`src/rtl/spw_pkg.sv`:
```
// Shared definitions for the SpaceWire link-control FSM: state codes,
// default timer constants and the per-state transmitter control decode.
package spw_pkg;

  typedef enum logic [2:0] {
    ST_ERROR_RESET = 3'd0,
    ST_ERROR_WAIT  = 3'd1,
    ST_READY       = 3'd2,
    ST_STARTED     = 3'd3,
    ST_CONNECTING  = 3'd4,
    ST_RUN         = 3'd5
  } link_state_t;

  localparam int T6U4_DEFAULT  = 640;
  localparam int T12U8_DEFAULT = 1280;
  localparam int TMR_W_DEFAULT = 12;

  typedef struct packed {
    logic rx_resetn;
    logic enable_tx;
    logic send_null_tx;
    logic send_fct_tx;
    logic send_data_tx;
  } link_ctrl_t;

  // Illegal codes decode to the ERROR_RESET controls (receiver held in reset).
  function automatic link_ctrl_t ctrl_for(input link_state_t s);
    link_ctrl_t c;
    c = '0;
    case (s)
      ST_ERROR_WAIT, ST_READY: c.rx_resetn = 1'b1;
      ST_STARTED:    c = '{1'b1, 1'b1, 1'b1, 1'b0, 1'b0};
      ST_CONNECTING: c = '{1'b1, 1'b1, 1'b1, 1'b1, 1'b0};
      ST_RUN:        c = '{1'b1, 1'b1, 1'b1, 1'b1, 1'b1};
      default:       c = '0;
    endcase
    return c;
  endfunction

endpackage

```
`src/rtl/spw_link_timer.sv`:
```
// State-dwell timer: cleared on state entry, counts every cycle, flags
// when the count reaches the selected terminal value.
module spw_link_timer #(
  parameter int TMR_W = 12
) (
  input  logic             pclk,
  input  logic             resetn,
  input  logic             clear,
  input  logic [TMR_W-1:0] terminal,
  output logic             expired
);

  logic [TMR_W-1:0] count;

  always_ff @(posedge pclk or negedge resetn) begin
    if (!resetn) begin
      count <= '0;
    end else if (clear) begin
      count <= '0;
    end else begin
      count <= count + {{(TMR_W-1){1'b0}}, 1'b1};
    end
  end

  assign expired = (count == terminal);

endmodule

```
`src/rtl/spw_link_fsm.sv`:
```
// SpaceWire link-initialisation state machine. Outputs are registered from
// the next state so they switch together with fsm_state.
module spw_link_fsm
  import spw_pkg::*;
#(
  parameter int T6U4_CYCLES  = T6U4_DEFAULT,
  parameter int T12U8_CYCLES = T12U8_DEFAULT,
  parameter int TMR_W        = TMR_W_DEFAULT
) (
  input  logic       pclk,
  input  logic       resetn,
  input  logic       link_start,
  input  logic       link_disable,
  input  logic       auto_start,
  input  logic       rx_got_null,
  input  logic       rx_got_fct,
  input  logic       rx_got_nchar,
  input  logic       rx_got_time_code,
  input  logic       rx_error,
  input  logic       rx_disconnect,
  input  logic       credit_error,
  output logic       rx_resetn,
  output logic       enable_tx,
  output logic       send_null_tx,
  output logic       send_fct_tx,
  output logic       send_data_tx,
  output logic [2:0] fsm_state,
  output logic       link_error
);

  localparam logic [TMR_W-1:0] TERM_SHORT = TMR_W'(T6U4_CYCLES - 1);
  localparam logic [TMR_W-1:0] TERM_LONG  = TMR_W'(T12U8_CYCLES - 1);

  link_state_t      state;
  link_state_t      next_state;
  logic             err_exit;
  logic             timeout;
  logic             timer_clear;
  logic [TMR_W-1:0] timer_term;
  link_ctrl_t       ctrl_next;
  link_ctrl_t       ctrl;
  logic             rx_fault;
  logic             rx_unexpected;

  assign rx_fault      = rx_error | rx_disconnect;
  assign rx_unexpected = rx_got_fct | rx_got_nchar | rx_got_time_code;

  assign timer_term  = (state == ST_ERROR_RESET) ? TERM_SHORT : TERM_LONG;
  assign timer_clear = (next_state != state);

  spw_link_timer #(
    .TMR_W(TMR_W)
  ) u_timer (
    .pclk     (pclk),
    .resetn   (resetn),
    .clear    (timer_clear),
    .terminal (timer_term),
    .expired  (timeout)
  );

  // State and output registers
  always_ff @(posedge pclk or negedge resetn) begin
    if (!resetn) begin
      state      <= ST_ERROR_RESET;
      ctrl       <= '0;
      link_error <= 1'b0;
    end else begin
      state      <= next_state;
      ctrl       <= ctrl_next;
      link_error <= err_exit;
    end
  end

  // Next state; each branch order encodes errors > disable > timeout > advance
  always_comb begin
    next_state = state;
    err_exit   = 1'b0;
    case (state)
      ST_ERROR_RESET: begin
        if (timeout) next_state = ST_ERROR_WAIT;
      end
      ST_ERROR_WAIT: begin
        if (rx_fault || rx_unexpected) begin
          next_state = ST_ERROR_RESET;
          err_exit   = 1'b1;
        end else if (timeout) begin
          next_state = ST_READY;
        end
      end
      ST_READY: begin
        if (rx_fault || rx_unexpected) begin
          next_state = ST_ERROR_RESET;
          err_exit   = 1'b1;
        end else if ((link_start || (auto_start && rx_got_null)) && !link_disable) begin
          next_state = ST_STARTED;
        end
      end
      ST_STARTED: begin
        if (rx_fault || rx_unexpected) begin
          next_state = ST_ERROR_RESET;
          err_exit   = 1'b1;
        end else if (link_disable) begin
          next_state = ST_ERROR_RESET;
        end else if (timeout) begin
          next_state = ST_ERROR_RESET;
          err_exit   = 1'b1;
        end else if (rx_got_null) begin
          next_state = ST_CONNECTING;
        end
      end
      ST_CONNECTING: begin
        if (rx_fault || rx_got_nchar || rx_got_time_code) begin
          next_state = ST_ERROR_RESET;
          err_exit   = 1'b1;
        end else if (link_disable) begin
          next_state = ST_ERROR_RESET;
        end else if (timeout) begin
          next_state = ST_ERROR_RESET;
          err_exit   = 1'b1;
        end else if (rx_got_fct) begin
          next_state = ST_RUN;
        end
      end
      ST_RUN: begin
        if (rx_fault || credit_error) begin
          next_state = ST_ERROR_RESET;
          err_exit   = 1'b1;
        end else if (link_disable) begin
          next_state = ST_ERROR_RESET;
        end
      end
      default: next_state = ST_ERROR_RESET;
    endcase
  end

  // Output decode from the next state
  always_comb begin
    ctrl_next = ctrl_for(next_state);
  end

  assign fsm_state    = state;
  assign rx_resetn    = ctrl.rx_resetn;
  assign enable_tx    = ctrl.enable_tx;
  assign send_null_tx = ctrl.send_null_tx;
  assign send_fct_tx  = ctrl.send_fct_tx;
  assign send_data_tx = ctrl.send_data_tx;

endmodule

```
`config.mk`:
```
export PLATFORM = sky130hd
export DESIGN_NAME = spw_link_fsm
export DESIGN_NICKNAME = d
export VERILOG_FILES = /design/src/rtl/spw_pkg.sv /design/src/rtl/spw_link_timer.sv /design/src/rtl/spw_link_fsm.sv
export SDC_FILE = /design/constraint.sdc
export NUM_CORES = 1
export LEC_CHECK = 0
export CORE_UTILIZATION = 48
export CTS_BUF_LIST = sky130_fd_sc_hd__clkbuf_16
export CTS_CLUSTER_DIAMETER = 40
export DETAILED_ROUTE_END_ITERATION = 16
export GPL_TIMING_DRIVEN = 1
export PLACE_DENSITY = 0.81
export SKIP_LAST_GASP = 1
export SYNTH_ARGS = -nofsm -noshare
export SYNTH_HDL_FRONTEND = slang
export SYNTH_SLANG_ARGS = --single-unit
```
`constraint.sdc`:
```
create_clock -name pclk -period 1.85 [get_ports pclk]
set_input_delay 0.37 -clock pclk [delete_from_list [all_inputs] [get_ports pclk]]
set_output_delay 0.37 -clock pclk [all_outputs]
set_load 0.005 [all_outputs]
```
==> impl_metrics.yaml, run 1 <==
min_path:
  hold_class: "in2async"
floorplan:
  die_h_um: 54.7
  top_level_ports: 21
  die_area_um2: 2990
  die_w_um: 54.7
  core.rowCount: 18
  floorplan.core_area_um2: 2540
  start_util_pct: 52.4
run:
  cap_violations: 0
yosys:
  synth_top_cell_by_area: "dfrtp_1"
  synth_area_um2: 1330
  yosysSeqAreaShare_pct: 37.5
  synth_top_area_share_pct: 37.5
  ys_dominant_reg_cell: "dfrtp_1"
  synth_async_sr_flop_share_pct: 100
  ys_ff_latch: 20
  synth_warnings: 0
  synthTopCellsByCount: "dfrtp_1, nand2_1, nor2_1"
  synthCells: 140
  yosysMostFrequentCell: "dfrtp_1"
  synth.net_count: 153
  synth.area.top_cells: "dfrtp_1, nor2_2, xor2_1"
  avgSynthCellArea_um2: 9.53
  synth_edf_count: 0
  yosysUniqueCellTypes: 51
timing:
  fin_ws_ns: -0.183
  max_freq_mhz: 492
  worst-slew-pin-transition_ns: 0.343
  drv_slew: 0
  setup_viol: 13
  finalClockSkew_ns: 0.00173
  fin_crit_sh_pct: 110
  hold_viol_final: 0
  max_slew_margin_pct: 76.9
  tns_ns: -2.16
  min_period_ns: 2.03
  rsz0062_at_grt: "yes"
  hold_ws_ns: 0.460
final_layout:
  diodes: 0
  nNetsFinal: 214
  area_growth_pct: 53.6
  drive_above_1_share_pct: 44.5
  fin_area_um2: 2050
  final_core_util_pct: 80.5
  instances_no_fill: 230
placed_design:
  io_buffer_count: 20
  hpwl_um: 2650
  place_inst: 217
  gp_congestion: 0.999
  dpl-instance-area_um2: 1770
power:
  p_sw_w: 0.000441
  seq_power_share_pct: 39.1
  switching_share_pct: 29.5
  p_clk_share_pct: 29.8
  ir_worst_vdd_mv: 0.884
  power_density_nw_per_um2: 731
  combPwrFrac_pct: 31.1
  p_leak_nw: 0.906
  internal_power_w: 0.00106
critical_path:
  worstRegToRegCells: 8
  cp-start-kind: "flop"
  critPathMaxFanout: 6
  endpoint_kind: "flop"
  reg2reg_setup_slack_ns: -0.18
  criticalPathCategory: "reg2reg"
  r2r_start: "fsm_state[0]"
  r2r-end: "u_timer.count[2]"
  crit_required_ns: 2.04
  critPathArrivalTime_ns: 2.22
route:
  vias: 1383
  wl_per_cell_um: 18.0
  wirelength_um: 4140
  drc: 0
  drtAntennaViolNets: 0
  drtIter0Drc: 18
  drt-pass1-iter-count: 4
  viasPerCell: 6.01
run_status:
  outcome: "complete, but fails checks"
  violations: "negative setup slack"
cts:
  htree_levels: 1
  cts_hold_buf: 0
  cts_buffer_depth: 2
  cts_buffers: 3
  insertion_delay_ns: 0.25
  clock_sinks: 20
  tritoncts: "built"
  clk_pin_slew_ns: 0.05
  cts-root-buf: "clkbuf_16"
global_routing:
  antenna_found_initial: 0
  grt_first_pass_wirelength_um: 6010
  grt_max_degree: 21
  grt_overflow_total: 0
  grt_pass1_vias: 1346
  grt_use_total_pct: 29.2
## worst max-delay path by stage
stage,from,end,depth (start not counted)
global route,fsm_state[0],u_timer.count[8],8
finish,fsm_state[0],u_timer.count[2],8
floorplan,rx_got_nchar,u_timer.count[0],8
CTS,fsm_state[1],u_timer.count[2],9
detailed placement,rx_got_nchar,u_timer.count[11],9
global placement,rx_got_nchar,u_timer.count[2],9
## per-stage QoR
| step | worst slack (ns) | total power [W] |
|---|---|---|
| 4_1_cts | -0.259 | 0.00142 |
| 3_5_place_dp | -0.661 | 0.000949 |
| 3_3_place_gp | -0.603 | 0.000926 |
| 6_report | -0.183 | 0.00150 |
| 5_1_grt | -0.264 | 0.00157 |
| 2_1_floorplan | -0.132 | 0.000772 |
## power groups by stage
stage               clock network, W  registers, W  logic [W]
floorplan                          0      0.000605   0.000167
global placement                   0      0.000582   0.000344
detailed placement                 0      0.000591   0.000358
CTS                         0.000451      0.000584   0.000381
global route                0.000464      0.000601   0.000504
finish                      0.000446      0.000585   0.000465
## area by class of cell
class,count,area (µm²)
Clock buffer,3,75.1
Multi-Input combinational cell,110,875
Inverter,2,7.51
Fill cell,158,497
Clock inverter,1,3.75
Tap cell,30,37.5
Sequential cell,20,502
Timing Repair Buffer,64,548
## cell families (layout without fill, tap and decap cells)
group,after synthesis,count (layout),synth area share (%)
XOR/XNOR,10,10,6.57
adder cells (fa/ha/maj),1,1,0.938
multiplexers,1,1,1.03
AO/OA/AOI/OAI,23,23,13.0
buffers and inverters,10,70,7.03
AND/OR/NAND/NOR,75,75,33.9
flip-flops,20,20,37.5
## sequential cells by signal, indices dropped and copies added, names as in the netlist
name	count
rx_resetn	1
send_fct_tx	1
send_data_tx	1
u_timer.count	12
fsm_state	3
link_error	1
enable_tx	1
## layer usage
layer	global-route usage, %	vias to the layer above	routed length (µm)
li1	-	617	-
met1	28.9	705	1560
met2	55.6	46	2280
met3	3.89	15	130
met4	18.4	0	168
met5	0	-	0
## timing repair
item	4_1_cts	5_1_grt
cloned	1	0
resized for setup	19	26
buffers inserted	3	9
pin swaps	7	15
endpoints found under the setup margin	17	17
## layout by cell type, fill, tap and decap left out, types with 4 or more instances in the layout
master and n:
nor3b_1 4, nor2_2 4, nor2_1 8, xor2_1 7, clkdlybuf4s50_1 14, dfrtp_1 19
nand2_1 12, nand3_1 6, dlygate4sd2_1 4, buf_6 6, nor2_4 10, buf_4 38
## worst max-delay path, stage by stage, from the launching register on
cell	delay [ns]
dfrtp_2	0.40
or3_4	0.39
mux2i_2	0.17
buf_4	0.17
o21a_1	0.20
a311oi_2	0.23
nand3_2	0.14
buf_6	0.18
nor2_4	0.09
Note: power is estimated with default switching activity, not from simulation.
==> inputs of run 2 (changes only) <==
Settings changed: CORE_UTILIZATION 48 to 53, PLACE_DENSITY 0.81 to 0.85.
Clock period 1.85 ns to 2.3 ns, I/O delays scaled along.
==> impl_metrics.yaml, run 2 (synthesis results as in run 1) <==
cts:
  clk_pin_slew_ns: 0.05
  insertion_delay_ns: 0.25
  htree_levels: 1
  cts_buffers: 3
  cts-root-buf: "clkbuf_16"
  cts_buffer_depth: 2
  cts_hold_buf: 0
  clock_sinks: 20
  tritoncts: "built"
placed_design:
  io_buffer_count: 20
  dpl-instance-area_um2: 1620
  gp_congestion: 0.926
  hpwl_um: 2160
power:
  power_density_nw_per_um2: 608
  total_power_w: 0.00111
  p_leak_nw: 0.793
  ir_worst_vdd_mv: 0.983
critical_path:
  cp-start-kind: "input port"
  critPathArrivalTime_ns: 2.34
  cp-startpoint: "rx_disconnect"
  worstRegToRegCells: 8
  r2r-end: "u_timer.count[8]"
  endpoint_kind: "flop"
  reg2reg_setup_slack_ns: 0.11
  critPathMaxFanout: 6
  crit_required_ns: 2.43
  criticalPathCategory: "in2reg"
  r2r_start: "u_timer.count[0]"
timing:
  fin_crit_sh_pct: 96.0
  min_period_ns: 2.21
  hold_viol_final: 0
  finalClockSkew_ns: 0.000829
  setup_viol: 0
  max_slew_margin_pct: 73.7
  worst-slew-pin-transition_ns: 0.393
  drv_slew: 0
  hold_ws_ns: 0.497
  max_freq_mhz: 453
final_layout:
  fin_area_um2: 1830
  largest_register: "u_timer.count"
  multi_input_area_um2: 821
  seqCellArea_um2: 500
  final_cell_mix: "dfrtp_1, buf_4, clkdlybuf4s50_1"
  drive_above_1_share_pct: 30.7
  area_growth_pct: 37.1
  nNetsFinal: 190
  largest_reg_flops: 12
  fillCellCount: 139
  diodes: 0
  layout_commonest_cell: "dfrtp_1"
route:
  drt-pass1-iter-count: 4
  drc: 0
  wl_per_cell_um: 17.5
  viasPerCell: 6.07
  wirelength_um: 3570
  drtIter0Drc: 65
  drtAntennaViolNets: 0
  vias: 1239
min_path:
  holdCritStartpoint: "u_timer.count[0]"
  hold_class: "reg2reg"
  whs_endpoint: "u_timer.count[0]"
  whs_path_depth: 1
floorplan:
  floorplan.core_area_um2: 2300
  die_area_um2: 2720
  start_util_pct: 58.1
  die_w_um: 52.2
  die_h_um: 52.2
  top_level_ports: 21
  core.rowCount: 17
run:
  cap_violations: 0
global_routing:
  grt_max_degree: 21
  antenna_found_initial: 0
  grt_first_pass_wirelength_um: 5670
  grt_use_total_pct: 28.8
  grt_overflow_total: 0
  grt_pass1_vias: 1232
run_status:
  outcome: "finished clean"
run 2: cell count changes in the layout (fill, tap and decap cells not counted), moves of 2 or more:
| cell | change |
|---|---|
| buf_6 | -5 |
| dlymetal6s2s_1 | +2 |
| nor2_1 | +2 |
| buf_4 | -21 |
| dlygate4sd2_1 | -2 |
run 2: worst max path at each step:
| stage | endpoint | slack (ns) | cells after the start |
|---|---|---|---|
| 6_report | u_timer.count[7] | 0.09 | 9 |
| 2_1_floorplan | u_timer.count[7] | 0.17 | 8 |
| 3_5_place_dp | u_timer.count[5] | -0.35 | 8 |
| 5_1_grt | u_timer.count[7] | -0.001 | 8 |
| 4_1_cts | u_timer.count[5] | 0.001 | 8 |
| 3_3_place_gp | u_timer.count[11] | -0.31 | 8 |
run 2: per-stage QoR:
| stage | TNS, ns | std cells | utilization [%] | setup WS (ns) |
|---|---|---|---|---|
| after global placement | -3.71 | 197 | 70.6 | -0.307 |
| after floorplan | 0 | 140 | - | 0.174 |
| after detailed placement | -4.17 | 197 | 70.6 | -0.350 |
| after CTS | 0 | 203 | 76.6 | 0.000972 |
| after global routing | -0.00308 | 204 | 79.6 | -0.00140 |
| final | 0 | 204 | 79.6 | 0.0912 |
run 2: worst max-delay path: stages:
cell and delay, ns:
dlygate4sd2_1 0.25, or4_4 0.53, buf_4 0.17, nor4b_1 0.26, o21a_1 0.23, a311oi_2 0.06
nand3_2 0.15, clkbuf_16 0.18, nor2_4 0.04
run 2: repair_timing:
| action | in CTS | in global routing |
|---|---|---|
| setup endpoints to repair | 12 | 12 |
| setup buffers | 1 | 1 |
| pin swaps | 4 | 9 |
| gates cloned | 1 | 0 |
| resized for setup | 10 | 16 |
run 2: final cells by class:
cell class,count,share of cell area (%)
Inverter,2,0.410
Timing Repair Buffer,40,21.1
Tap cell,28,1.92
Clock buffer,3,4.10
Clock inverter,1,0.205
Sequential cell,20,27.4
Multi-Input combinational cell,110,44.9
run 2: power by group:
| part | total, W | switching [W] | internal, W |
|---|---|---|---|
| Combinational | 0.000246 | 0.000120 | 0.000126 |
| Clock | 0.000352 | 0.000121 | 0.000231 |
| Sequential | 0.000514 | 0.0000949 | 0.000419 |
| Total | 0.00111 | 0.000336 | 0.000777 |
run 2: per-layer routing:
metal  routed length [µm]  vias up  share of wire, %  global-route usage (%)
li1                     -      570                 -                       -
met1                 1570      577                44                    38.0
met2                 1670       84                47                    47.6
met3                  268        8               7.5                    4.97
met4                   58        0               1.6                    9.21
met5                    0        -                 0                       0
==> inputs of run 3 (changes only) <==
--- a/config.mk
+++ b/config.mk
@@ -6,4 +6,5 @@
 export NUM_CORES = 1
 export LEC_CHECK = 0
+export CORE_MARGIN = 2
 export CORE_UTILIZATION = 53
 export CTS_BUF_LIST = sky130_fd_sc_hd__clkbuf_16
==> constraint.sdc (replaced) <==
create_clock -name pclk -period 2.3 [get_ports pclk]
set_input_delay 0.46 -clock pclk [delete_from_list [all_inputs] [get_ports pclk]]
set_output_delay 0.46 -clock pclk [all_outputs]
set_load 0.02 [all_outputs]
==> impl_metrics.yaml, run 3 (synthesis results as in run 1) <==
final_layout:
  nNetsFinal: 192
  area_growth_pct: 36.2
  instances_no_fill: 208
  fillCellCount: 180
  diodes: 0
  final_cell_mix: "dfrtp_1, buf_4, clkdlybuf4s50_1"
  largest_reg_flops: 12
  drive_above_1_share_pct: 31.5
  largest_register: "u_timer.count"
floorplan:
  core.rowCount: 18
  die_area_um2: 2930
  floorplan.core_area_um2: 2430
  die_w_um: 54.2
  top_level_ports: 21
  start_util_pct: 54.8
  die_h_um: 54.2
power:
  seq_power_share_pct: 42.9
  p_clk_share_pct: 40.5
  power_density_nw_per_um2: 651
  ir_worst_vdd_mv: 0.498
  combPwrFrac_pct: 16.6
  p_sw_w: 0.000320
  p_leak_nw: 0.797
  switching_share_pct: 27.1
  internal_power_w: 0.000863
  total_power_w: 0.00118
placed_design:
  place_inst: 203
  hpwl_um: 2350
  io_buffer_count: 20
  gp_congestion: 0.854
critical_path:
  crit_required_ns: 2.48
  criticalPathCategory: "in2reg"
  cp-start-kind: "input port"
  critPathMaxFanout: 6
  endpoint_kind: "flop"
  critPathArrivalTime_ns: 2.40
cts:
  cts_hold_buf: 0
  clock_sinks: 20
  htree_levels: 1
  cts_buffers: 3
  cts-root-buf: "clkbuf_16"
  tritoncts: "built"
  insertion_delay_ns: 0.25
  cts_buffer_depth: 2
  clk_pin_slew_ns: 0.06
timing:
  min_period_ns: 2.22
  fin_crit_sh_pct: 96.3
  drv_slew: 0
  rsz0062_at_grt: "no"
  hold_viol_final: 0
  setup_viol: 0
  max_freq_mhz: 451
  worst-slew-pin-transition_ns: 0.354
  finalClockSkew_ns: 0.00625
  max_slew_margin_pct: 76.4
global_routing:
  grt_first_pass_wirelength_um: 5340
  grt_most_used_layer: "met2"
  grt_max_degree: 21
  use_met3_pct: 3.89
  antenna_found_initial: 0
  grt_pass1_vias: 1196
  grt_use_total_pct: 25.9
  grtUsageMet2_pct: 48.8
  grt_overflow_total: 0
  grt.met1_usage_pct: 27.8
run:
  cap_violations: 0
run_status:
  outcome: "finished clean"
min_path:
  hold_class: "reg2reg"
route:
  drc: 0
  vias: 1191
  drtIter0Drc: 23
  wirelength_um: 3260
  wl_per_cell_um: 15.7
  drt-pass1-iter-count: 4
  drtAntennaViolNets: 0
  viasPerCell: 5.73
run 3: final timing paths:
| check | endpoint | slack, ns | start | depth (start not counted) |
|---|---|---|---|---|
| min in group asynchronous | u_timer.count[5] | 0.54 | resetn | 2 |
| worst min register to register | u_timer.count[0] | 0.49 | u_timer.count[0] | 1 |
| worst max-delay path | u_timer.count[9] | 0.08 | rx_error | 8 |
| max in group asynchronous | fsm_state[0] | 1.54 | resetn | 2 |
| worst min-delay path | u_timer.count[0] | 0.49 | u_timer.count[0] | 1 |
| worst max register to register | u_timer.count[9] | 0.13 | fsm_state[2] | 7 |
run 3: power by group through the flow:
stage	logic (W)	registers [W]	clock network [W]
floorplan	0.000123	0.000486	0
global placement	0.000168	0.000499	0
detailed placement	0.000181	0.000507	0
CTS	0.000197	0.000501	0.000487
global route	0.000217	0.000516	0.000498
finish	0.000196	0.000507	0.000480
run 3: through the flow:
stage	setup WS, ns	cell area [µm²]	hold slack, ns	TNS, ns	util, %
after global routing	0.00111	1820	0.517	0	74.7
final	0.0849	1820	0.491	0	74.7
after global placement	-0.397	1660	0.473	-4.98	68.1
after CTS	0.0198	1810	0.492	0	74.6
after detailed placement	-0.447	1660	0.483	-5.59	68.1
after floorplan	0.174	1330	0.164	0	-
run 3: layout make-up:
cell class	instances	area [µm²]	share of cell area, %
Clock buffer	3	75.1	4.13
Clock inverter	1	30.0	1.65
Inverter	2	7.51	0.413
Multi-Input combinational cell	110	773	42.6
Sequential cell	20	500	27.5
Tap cell	30	37.5	2.07
Timing Repair Buffer	42	393	21.6
run 3: what timing repair did:
action	CTS	global route
pin swaps	4	3
setup endpoints to repair	12	12
gates cloned	1	0
setup buffers	0	0
resized for setup	12	1
run 3: critical path, cell delays in order:
cell and delay (ns):
dlygate4sd2_1 0.24, or4_4 0.57, nor4b_2 0.26, o21ai_1 0.11, a311oi_2 0.27, nand3_2 0.19
buf_12 0.20, nor2_4 0.10
run 3: metal layers:
layer	part of all wire, %	routed length [µm]	vias to the layer above
met4	2.2	72	0
met2	55	1790	34
li1	-	-	576
met1	40	1300	573
met5	0	0	-
met3	3.0	97	8
